### src/rtl/reg_pkg.sv
// Shared register-file constants and helpers for the writeback block.
// Register 0 is hardwired zero and never written or tracked.
package reg_pkg;

  localparam int REG_ADDR_W = 3;
  localparam int NUM_REGS   = 8;

  typedef logic [REG_ADDR_W-1:0] reg_addr_t;

  function automatic logic is_x0(reg_addr_t a);
    return a == '0;
  endfunction

endpackage

### src/rtl/reg_wb_ctrl_if.sv
// Writeback bundle: ALU/LSU result offers, issue claim/query,
// and the registered register-file write port.
interface reg_wb_if
  import reg_pkg::*;
#(
  parameter int DATA_WIDTH = 8
);

  logic                  alu_valid;
  reg_addr_t             alu_rd;
  logic [DATA_WIDTH-1:0] alu_data;
  logic                  alu_ready;

  logic                  lsu_valid;
  reg_addr_t             lsu_rd;
  logic [DATA_WIDTH-1:0] lsu_data;
  logic                  lsu_ready;

  logic                  iss_claim;
  reg_addr_t             iss_rd;
  reg_addr_t             rs1;
  reg_addr_t             rs2;
  logic                  busy1;
  logic                  busy2;

  logic                  wrEn;
  reg_addr_t             rd;
  logic [DATA_WIDTH-1:0] dIn;

  modport master (
    output alu_valid, alu_rd, alu_data,
    input  alu_ready,
    output lsu_valid, lsu_rd, lsu_data,
    input  lsu_ready,
    output iss_claim, iss_rd, rs1, rs2,
    input  busy1, busy2,
    input  wrEn, rd, dIn
  );

  modport slave (
    input  alu_valid, alu_rd, alu_data,
    output alu_ready,
    input  lsu_valid, lsu_rd, lsu_data,
    output lsu_ready,
    input  iss_claim, iss_rd, rs1, rs2,
    output busy1, busy2,
    output wrEn, rd, dIn
  );

endinterface

### src/rtl/wb_fifo.sv
// Load-result queue: wrapping pointers, 0..DEPTH occupancy count.
// Push is ignored when full, pop ignored when empty.
module wb_fifo #(
  parameter int WIDTH = 11,
  parameter int DEPTH = 4
) (
  input  logic             clk,
  input  logic             rst,
  input  logic             i_push,
  input  logic [WIDTH-1:0] i_data,
  input  logic             i_pop,
  output logic [WIDTH-1:0] o_data,
  output logic             o_full,
  output logic             o_empty
);

  localparam int AW = $clog2(DEPTH);

  logic [WIDTH-1:0] r_mem [DEPTH];
  logic [AW-1:0]    r_wp;
  logic [AW-1:0]    r_rp;
  logic [AW:0]      r_cnt;
  logic             w_push;
  logic             w_pop;

  assign o_full  = r_cnt == (AW+1)'(DEPTH);
  assign o_empty = r_cnt == '0;
  assign w_push  = i_push && !o_full;
  assign w_pop   = i_pop && !o_empty;
  assign o_data  = r_mem[r_rp];

  always_ff @(posedge clk) begin
    if (w_push) r_mem[r_wp] <= i_data;
  end

  always_ff @(posedge clk) begin
    if (rst) begin
      r_wp  <= '0;
      r_rp  <= '0;
      r_cnt <= '0;
    end else begin
      if (w_push) r_wp <= r_wp + 1'b1;
      if (w_pop)  r_rp <= r_rp + 1'b1;
      unique case ({w_push, w_pop})
        2'b10:   r_cnt <= r_cnt + 1'b1;
        2'b01:   r_cnt <= r_cnt - 1'b1;
        default: r_cnt <= r_cnt;
      endcase
    end
  end

endmodule

### src/rtl/reg_wb_ctrl.sv
// Writeback arbiter: ALU results and queued load results share one
// registered register-file write port; a scoreboard tracks pending loads.
module reg_wb_ctrl
  import reg_pkg::*;
#(
  parameter int DATA_WIDTH = 8,
  parameter int QDEPTH     = 4
) (
  input logic    clk,
  input logic    rst,
  reg_wb_if.slave bus
);

  localparam int EW = DATA_WIDTH + REG_ADDR_W;

  logic                  w_full;
  logic                  w_empty;
  logic                  w_alu_acc;
  logic                  w_lsu_acc;
  logic                  w_enq;
  logic                  w_deq;
  logic [EW-1:0]         w_head;
  reg_addr_t             w_head_rd;
  logic [DATA_WIDTH-1:0] w_head_d;
  logic [NUM_REGS-1:0]   w_sb_set;
  logic [NUM_REGS-1:0]   w_sb_clr;
  logic [NUM_REGS-1:0]   w_sb_nxt;

  logic [NUM_REGS-1:0]   r_sb;
  logic                  r_wr_en;
  reg_addr_t             r_rd;
  logic [DATA_WIDTH-1:0] r_din;

  wb_fifo #(
    .WIDTH (EW),
    .DEPTH (QDEPTH)
  ) u_fifo (
    .clk     (clk),
    .rst     (rst),
    .i_push  (w_enq),
    .i_data  ({bus.lsu_rd, bus.lsu_data}),
    .i_pop   (w_deq),
    .o_data  (w_head),
    .o_full  (w_full),
    .o_empty (w_empty)
  );

  assign w_head_rd = w_head[EW-1 -: REG_ADDR_W];
  assign w_head_d  = w_head[DATA_WIDTH-1:0];

  assign bus.alu_ready = !rst && !w_full;
  assign bus.lsu_ready = !rst && !w_full;

  assign w_alu_acc = bus.alu_valid && bus.alu_ready;
  assign w_lsu_acc = bus.lsu_valid && bus.lsu_ready;
  assign w_enq     = w_lsu_acc && !is_x0(bus.lsu_rd);
  // A full queue takes the port so the ALU cannot starve the loads.
  assign w_deq     = !rst && !w_empty
                   && (w_full || !bus.alu_valid);

  always_comb begin
    w_sb_set = '0;
    w_sb_clr = '0;
    if (bus.iss_claim && !is_x0(bus.iss_rd))
      w_sb_set[bus.iss_rd] = 1'b1;
    if (w_deq)
      w_sb_clr[w_head_rd] = 1'b1;
    w_sb_nxt = (r_sb & ~w_sb_clr) | w_sb_set;
    w_sb_nxt[0] = 1'b0;
  end

  assign bus.busy1 = r_sb[bus.rs1];
  assign bus.busy2 = r_sb[bus.rs2];

  always_ff @(posedge clk) begin
    if (rst) begin
      r_sb    <= '0;
      r_wr_en <= 1'b0;
      r_rd    <= '0;
      r_din   <= '0;
    end else begin
      r_sb <= w_sb_nxt;
      unique case (1'b1)
        w_alu_acc: begin
          r_wr_en <= !is_x0(bus.alu_rd);
          if (!is_x0(bus.alu_rd)) begin
            r_rd  <= bus.alu_rd;
            r_din <= bus.alu_data;
          end
        end
        w_deq: begin
          r_wr_en <= 1'b1;
          r_rd    <= w_head_rd;
          r_din   <= w_head_d;
        end
        default: r_wr_en <= 1'b0;
      endcase
    end
  end

  assign bus.wrEn = r_wr_en;
  assign bus.rd   = r_rd;
  assign bus.dIn  = r_din;

endmodule

### src/flat_wrapper.sv
// flat-port wrapper written by rule: the top's interface ports become plain ports
module reg_wb_ctrl_flat import reg_pkg::*;
#(
  parameter int DATA_WIDTH = 8,
  parameter int QDEPTH     = 4
)
  (clk, rst, bus_alu_valid, bus_alu_rd, bus_alu_data, bus_alu_ready, bus_lsu_valid, bus_lsu_rd, bus_lsu_data, bus_lsu_ready, bus_iss_claim, bus_iss_rd, bus_rs1, bus_rs2, bus_busy1, bus_busy2, bus_wrEn, bus_rd, bus_dIn);
  reg_wb_if #(.DATA_WIDTH(DATA_WIDTH)) bus_i ();
  input logic clk;
  input logic rst;
  input wire logic [$bits(bus_i.alu_valid)-1:0] bus_alu_valid;
  input wire logic [$bits(bus_i.alu_rd)-1:0] bus_alu_rd;
  input wire logic [$bits(bus_i.alu_data)-1:0] bus_alu_data;
  output wire logic [$bits(bus_i.alu_ready)-1:0] bus_alu_ready;
  input wire logic [$bits(bus_i.lsu_valid)-1:0] bus_lsu_valid;
  input wire logic [$bits(bus_i.lsu_rd)-1:0] bus_lsu_rd;
  input wire logic [$bits(bus_i.lsu_data)-1:0] bus_lsu_data;
  output wire logic [$bits(bus_i.lsu_ready)-1:0] bus_lsu_ready;
  input wire logic [$bits(bus_i.iss_claim)-1:0] bus_iss_claim;
  input wire logic [$bits(bus_i.iss_rd)-1:0] bus_iss_rd;
  input wire logic [$bits(bus_i.rs1)-1:0] bus_rs1;
  input wire logic [$bits(bus_i.rs2)-1:0] bus_rs2;
  output wire logic [$bits(bus_i.busy1)-1:0] bus_busy1;
  output wire logic [$bits(bus_i.busy2)-1:0] bus_busy2;
  output wire logic [$bits(bus_i.wrEn)-1:0] bus_wrEn;
  output wire logic [$bits(bus_i.rd)-1:0] bus_rd;
  output wire logic [$bits(bus_i.dIn)-1:0] bus_dIn;
  assign bus_i.alu_valid = bus_alu_valid;
  assign bus_i.alu_rd = bus_alu_rd;
  assign bus_i.alu_data = bus_alu_data;
  assign bus_alu_ready = bus_i.alu_ready;
  assign bus_i.lsu_valid = bus_lsu_valid;
  assign bus_i.lsu_rd = bus_lsu_rd;
  assign bus_i.lsu_data = bus_lsu_data;
  assign bus_lsu_ready = bus_i.lsu_ready;
  assign bus_i.iss_claim = bus_iss_claim;
  assign bus_i.iss_rd = bus_iss_rd;
  assign bus_i.rs1 = bus_rs1;
  assign bus_i.rs2 = bus_rs2;
  assign bus_busy1 = bus_i.busy1;
  assign bus_busy2 = bus_i.busy2;
  assign bus_wrEn = bus_i.wrEn;
  assign bus_rd = bus_i.rd;
  assign bus_dIn = bus_i.dIn;
  reg_wb_ctrl #(.DATA_WIDTH(DATA_WIDTH), .QDEPTH(QDEPTH)) u_core (.clk(clk), .rst(rst), .bus(bus_i));
endmodule
### config.mk
export PLATFORM = sky130hd
export DESIGN_NAME = reg_wb_ctrl_flat
export DESIGN_NICKNAME = d
export VERILOG_FILES = /design/src/rtl/reg_pkg.sv /design/src/rtl/reg_wb_ctrl_if.sv /design/src/rtl/wb_fifo.sv /design/src/rtl/reg_wb_ctrl.sv /design/src/flat_wrapper.sv
export SDC_FILE = /design/constraint.sdc
export NUM_CORES = 1
export LEC_CHECK = 0
export CORE_MARGIN = 1
export CORE_UTILIZATION = 48
export CTS_CLUSTER_DIAMETER = 120
export DETAILED_ROUTE_END_ITERATION = 10
export GPL_ROUTABILITY_DRIVEN = 1
export HOLD_SLACK_MARGIN = 0.06
export PLACE_DENSITY = 0.76
export SLEW_MARGIN = 20
export SYNTH_ARGS = -nofsm -noshare
export SYNTH_HDL_FRONTEND = slang
export SYNTH_HIERARCHICAL = 1
export SYNTH_SLANG_ARGS = --single-unit
### constraint.sdc
create_clock -name clk -period 3 [get_ports clk]
set_clock_uncertainty 0.05 [all_clocks]
set_input_delay 0.9 -clock clk [delete_from_list [all_inputs] [get_ports clk]]
set_output_delay 0.9 -clock clk [all_outputs]
set_load 0.005 [all_outputs]
# Word level (Yosys, flattened, before mapping)
# Memory sizes are Yosys's and may differ from the RTL's. A register that Yosys moved wholly into a read port is not among the register bits.
# Cells that the tools add are included.
op_classes:
  n_shift: 0
  order_cmp: 6
  bitwise_logic: 3
  n_addsub: 4
  n_div: 0
  n_eq_ne: 4
  reduce_logical: 26
  mux: 20
  multipliers: 0
ops:
  columns: ["op", "count"]
  rows:
  - ["2-to-1 mux 8 bit", 3]
  - ["less-than comparator 3 x 4 -> 1 bit (second input constant)", 4]
  - ["one-hot mux 8 bit (2 select lines)", 1]
  - ["zero test 3 bit", 4]
  - ["one-hot mux 3 bit (2 select lines)", 2]
  - ["logical AND 1 bit", 11]
  - ["AND 8 bit", 1]
  - ["inverter 8 bit", 1]
  - ["bitwise OR 8 bit", 1]
  - ["zero test 1 bit", 7]
  - ["binary-select mux 1 bit (select 3 bit)", 2]
  - ["demux 1 bit (select 3 bit)", 2]
  - [">= comparator 3 x 1 -> 1 bit (second input constant)", 2]
  - ["2-to-1 mux 1 bit", 6]
  - ["adder 2 x 1 -> 2 bit (second input constant)", 2]
  - ["2-to-1 mux 2 bit", 2]
  - ["nonzero test 2 bit", 2]
  - ["adder 3 x 1 -> 3 bit (second input constant)", 1]
  - ["equality test 3 bit (second input constant)", 1]
  - ["2-to-1 mux 3 bit", 1]
  - ["subtractor 3 x 1 -> 3 bit (second input constant)", 1]
  - ["equality test 2 x 1 -> 1 bit (second input constant)", 1]
  - ["equality test 2 bit (second input constant)", 1]
  - ["inequality test 2 bit (second input constant)", 1]
  - ["3 further kinds", 3]
word_totals:
  latch_bits: 0
  out_inout_bits: 16
  input_bits: 36
  mem_count: 1
  ram_bits: 44
  reg_bits: 27
  elab_cells: 72
  mem_bits_ro: 0
memory_table:
  columns: ["memory", "depth", "width", "read_ports", "rd_ports_with_merged_regs", "write_ports", "line_no", "source"]
  rows:
  - ["u_core.u_fifo.r_mem", 4, 11, 1, 1, 1, "wb_fifo.sv:19", "logic [WIDTH-1:0] r_mem [DEPTH];"]

# Logic depth before layout (Yosys ltp)
depth:
  ltp_word: 8
  depth_mapped: 13
  depth_no_buf: 12

# By module
# The synthesis kept the hierarchy.
by_module_without_submodules:
  columns: ["mod", "n_inst", "seq_area_each_um2", "area_per_inst_um2", "cells_each"]
  rows:
  - ["wb_fifo", 1, 1501.4, 2065.7, 111]
  - ["reg_wb_ctrl", 1, 380.4, 1147.4, 133]

# Least setup slack after synthesis
# Ideal clock, no wire load.
synth_timing:
  kind: "input to register"
  start: "input rst"
  end: "register u_core.u_fifo.r_cnt[2]"
  t_required_ps: 2880
  setup_ps: 70
  arrival_ps: 2720
  n_path_buf: 1
  setup_slack_ps: 160
  cell_stages: 12
  path_cell_list: "buf_2 nor2_1 nand2_1 inv_2 o31ai_2 inv_1 ha_1 inv_1 fa_1 xor2_1 or3_1 a21oi_1"
synth_between:
  elab_cells_between_ends: 12
  cone_classes: "2 x eq/ne; 1 x mux; 9 x reduce/logical"
synth_rtl:
  columns: ["element", "line_no", "source"]
  rows:
  - ["start, declared", "flat_wrapper.sv:10", "input logic rst;"]
  - ["zero test 1 bit *", "reg_wb_ctrl.sv:58", "assign w_deq = !rst && !w_empty"]
  - ["logical AND 1 bit *", "reg_wb_ctrl.sv:58", null]
  - ["logical AND 1 bit *", "reg_wb_ctrl.sv:59", "&& (w_full || !bus.alu_valid);"]
  - ["via u_core.w_deq", "reg_wb_ctrl.sv:21", "logic w_deq;"]
  - ["logical AND 1 bit *", "wb_fifo.sv:29", "assign w_pop = i_pop && !o_empty;"]
  - ["via u_core.u_fifo.w_pop", "wb_fifo.sv:24", "logic w_pop;"]
  - ["equality test 2 x 1 -> 1 bit or equality test 2 bit (tied branches)", "wb_fifo.sv:44", "unique case ({w_push, w_pop})"]
  - ["one-hot mux 3 bit (2 select lines) or nonzero test 2 bit (tied branches)", null, null]
  - ["end signal, assigned", "wb_fifo.sv:45", "2'b10: r_cnt <= r_cnt + 1'b1;"]
  - ["end signal, assigned", "wb_fifo.sv:46", "2'b01: r_cnt <= r_cnt - 1'b1;"]
  - ["end signal, assigned", "wb_fifo.sv:47", "default: r_cnt <= r_cnt;"]
  - ["end, declared", "wb_fifo.sv:22", "logic [AW:0] r_cnt;"]
# Mark *: on every way through the listed nets, which the timed path passes. The rest lies on a longest branch.
# A chain may end at the register's enable or synchronous reset.

# Final worst setup path
layout_timing:
  start: "input bus_rs2[0]"
  end: "output bus_busy2"
layout_between:
  elab_chain_len: 2
layout_rtl:
  columns: ["element", "line_no", "source"]
  rows:
  - ["start, declared", "flat_wrapper.sv:22", "input wire logic [$bits(bus_i.rs2)-1:0] bus_rs2;"]
  - ["binary-select mux 1 bit (select 3 bit)", "reg_wb_ctrl.sv:73", "assign bus.busy2 = r_sb[bus.rs2];"]
  - ["2-to-1 mux 1 bit (implied by the code)", "reg_wb_ctrl.sv:73", null]
  - ["end, declared", "flat_wrapper.sv:24", "output wire logic [$bits(bus_i.busy2)-1:0] bus_busy2;"]
# No other way between the ends. The select of a mux whose other input is x is not followed.

==> flow_summary.ini <==
[route]
drt_iter0_markers = 87
average_vias_per_placed_instance = 5.65
ant_nets = 0
dr.pass1.iters = 7
vias = 2267
postRouteWirelength_um = 6530
wire_per_inst_um = 16.3
post-route-drc-count = 14

[final_layout]
multi_input_area_mm2 = 0.00120
antenna_cells_inserted = 0
layout-drive-gt1-share_pct = 20.7
area_growth_syn_to_layout_pct = 29.7
area.sequential_mm2 = 0.00188
layout.cell_area.non_filler_mm2 = 0.00417
most-common-layout-cells = 44 x sky130_fd_sc_hd__edfxtp_1, 43 x sky130_fd_sc_hd__clkdlybuf4s50_1, 28 x sky130_fd_sc_hd__dfxtp_1, 24 x sky130_fd_sc_hd__buf_4, 14 x sky130_fd_sc_hd__o21ai_1
layout.cells.most_common = sky130_fd_sc_hd__edfxtp_1
fin_nets = 361
fillers = 489

[timing]
final_slew_viol_count = 0
final_critical_path_setup_slack_ns = 0.0806
achievable-frequency_mhz = 343
report.final.setup_viol = 0
timing.hold.ws_ns = 0.439
fin_crit_sh_pct = 97.3
min_period_ns = 2.92
timing.slew.headroom_pct = 63.4
worst_pin_slew_ns = 0.548
report.final.hold_viol_count = 0
grt_setup_unrepaired = no

[min_path]
hold_path_depth = 2
hp_start = u_core/bus.rd[2]$_SDFFE_PP0P_
hold_path_class = flip-flop to flip-flop

[logic_synthesis]
syn_area_per_cell_um2 = 13.2
postSynth.asyncResetShare_pct = 0
yosys.area.top_type_share_pct = 41.1
synth_top_cell_by_area = sky130_fd_sc_hd__edfxtp_1
synth_top_flop_cell = sky130_fd_sc_hd__edfxtp_1
syn_area_mm2 = 0.00321
synthesis.yosys.warnings = 6
synth.net_count = 286
count_of_flip_flops_with_a_built_in_enable_after_synthesis = 44
ys_top_cells_by_area = sky130_fd_sc_hd__edfxtp_1 41%, sky130_fd_sc_hd__dfxtp_1 17%, sky130_fd_sc_hd__mux4_2 9.1%
yosysUniqueCellTypes = 44
register_bit_count_reported_by_yosys = 72
syn-instance-count = 244
synth.yosys.seq_area_share_pct = 58.6

[setup_path]
startpoint_type = primary input
ff2ff_path_depth = 14
cp_max_fo = 2
startpoint = bus_rs2[0]
endpoint = bus_busy2
timing.critical_path.required_ns = 2.05
type_of_the_worst_setup_path = primary input to output pin
setup.worst_path.end_class = output pin
r2r_setup_slack_ns = 0.21
worst_ep_arrival_time_ns = 1.97
worst_r2r_endpoint = u_core/u_fifo/r_cnt[2]$_SDFFE_PP0P_
timing.rr.start = u_core/u_fifo/r_cnt[2]$_SDFFE_PP0P_

[grt]
first_global_vias = 2329
grt_first_pass_wirelength_um = 10900
global_route.usage.total_pct = 20.5
overflow = 0
largest_net_degree_at_the_start_of_global_routing = 30
grt_antenna_before_repair = 0

[floorplan]
coreArea_mm2 = 0.00642
dieArea_mm2 = 0.00702
chipHeight_um = 83.8
die_width_um = 83.8
ios = 52
start_util_pct = 50.0
num_rows = 29

[clock_tree]
clock_path_buffers = 2
numClockSinks = 72
numCtsBuffers = 9
cts.hold.buffers_added = 0
cts-htree-levels = 3
clock_insertion_delay_worst_skew_ns = 0.35
clk_pin_slew_worst_paths_ns = 0.08
clk_root_buffer_cell = sky130_fd_sc_hd__clkbuf_8
tritoncts = yes

[run_status]
outcome = complete, but fails checks
violations = design-rule violations

[placed_design]
post-dp-hpwl_um = 4590
preCtsSetupSlack_ns = -0.434
port_buffers = 51
gpl.final_weighted_congestion = 0.837
dpl-instance-area_mm2 = 0.00398

[power_and_ir_drop]
power.ir.vdd_worst_mv = 0.315
static_leakage_nw = 1.41
pwr_density_cell_mw_per_mm2 = 487
finalPower_mw = 2.03

[job]
maxCapViolations = 0
[layout make-up]
cell class | instances | area share, %
Clock buffer | 9 | 2.97
Clock inverter | 7 | 1.29
Tap cell | 77 | 2.31
Sequential cell | 72 | 45.2
Timing Repair Buffer | 79 | 18.5
Inverter | 12 | 1.08
Multi-Input combinational cell | 145 | 28.7
[cell families (layout without fill, tap and decap cells)]
kind of cell             count (synthesis)  after routing  share of synthesized area (%)
multiplexers                            18             18                           10.7
XOR/XNOR                                 3              3                          0.818
buffers and inverters                   27            107                           4.36
flip-flops                              72             72                           58.6
AO/OA/AOI/OAI                           48             48                           10.2
AND/OR/NAND/NOR                         70             70                           12.7
adder cells (fa/ha/maj)                  6              6                           2.57
[critical path, stage by stage]
cell                              delay [ns]
sky130_fd_sc_hd__clkdlybuf4s15_2        0.20
sky130_fd_sc_hd__mux4_2                 0.49
sky130_fd_sc_hd__nand2_1                0.07
sky130_fd_sc_hd__o21ai_1                0.05
sky130_fd_sc_hd__dlygate4sd2_1          0.26
[how the worst min path moves through the flow]
stage                               endpoint  slack (ns)
2_1_floorplan      u_core/r_sb[4]$_SDFF_PP0_        0.41
3_3_place_gp   u_core/bus.rd[2]$_SDFFE_PP0P_        0.42
3_5_place_dp   u_core/bus.rd[2]$_SDFFE_PP0P_        0.43
4_1_cts        u_core/bus.rd[2]$_SDFFE_PP0P_        0.44
5_1_grt        u_core/bus.rd[2]$_SDFFE_PP0P_        0.48
6_report       u_core/bus.rd[2]$_SDFFE_PP0P_        0.44
[what timing repair did]
action | CTS | global route
gates resized for setup | 11 | 2
setup endpoints to repair | 4 | 1
setup buffers | 1 | 0
pin swaps | 1 | 0
[through the flow]
| step | util, % | instances | setup TNS [ns] |
|---|---|---|---|
| 2_1_floorplan | - | 244 | 0 |
| 3_3_place_gp | 61.9 | 384 | -1.45 |
| 3_5_place_dp | 61.9 | 384 | -1.54 |
| 4_1_cts | 64.8 | 401 | 0 |
| 5_1_grt | 64.9 | 401 | 0 |
| 6_report | 64.9 | 401 | 0 |
[routing by layer]
metal | vias to the layer above | GRT usage (%) | routed length, um | share of wire (%)
li1 | 1103 | - | - | -
met2 | 59 | 34.3 | 3170 | 49
met3 | 13 | 4.65 | 297 | 4.5
met5 | - | 0 | 0 | 0
met4 | 0 | 10.2 | 187 | 2.9
met1 | 1092 | 25.0 | 2870 | 44
[cells in the mapped netlist, types with 6 or more instances]
library cell	instances
sky130_fd_sc_hd__a21oi_1	8
sky130_fd_sc_hd__a311oi_1	8
sky130_fd_sc_hd__dfxtp_1	28
sky130_fd_sc_hd__edfxtp_1	44
sky130_fd_sc_hd__inv_1	11
sky130_fd_sc_hd__mux4_2	13
sky130_fd_sc_hd__nand2_1	12
sky130_fd_sc_hd__nand2b_1	6
sky130_fd_sc_hd__nand4_1	9
sky130_fd_sc_hd__nor2_1	9
sky130_fd_sc_hd__nor3_1	8
sky130_fd_sc_hd__o21ai_1	14
[where the power goes]
group | switching [mW] | total (mW) | leakage [nW] | internal (mW)
logic | 0.104 | 0.238 | 0.702 | 0.134
registers | 0.0184 | 1.10 | 0.628 | 1.08
clock network | 0.385 | 0.692 | 0.0843 | 0.307
total | 0.508 | 2.03 | 1.41 | 1.52
[state kept, by name, indices dropped and copies added (netlist names), named ones only]
name and flops:
u_core/bus.wrEn 1, u_core/u_fifo/r_wp 2, u_core/bus.rd 3, u_core/u_fifo/r_rp 2
u_core/u_fifo/r_mem 44, u_core/u_fifo/r_cnt 3, u_core/bus.dIn 8, u_core/r_sb 7
Note: power is estimated with default switching activity, not from simulation.
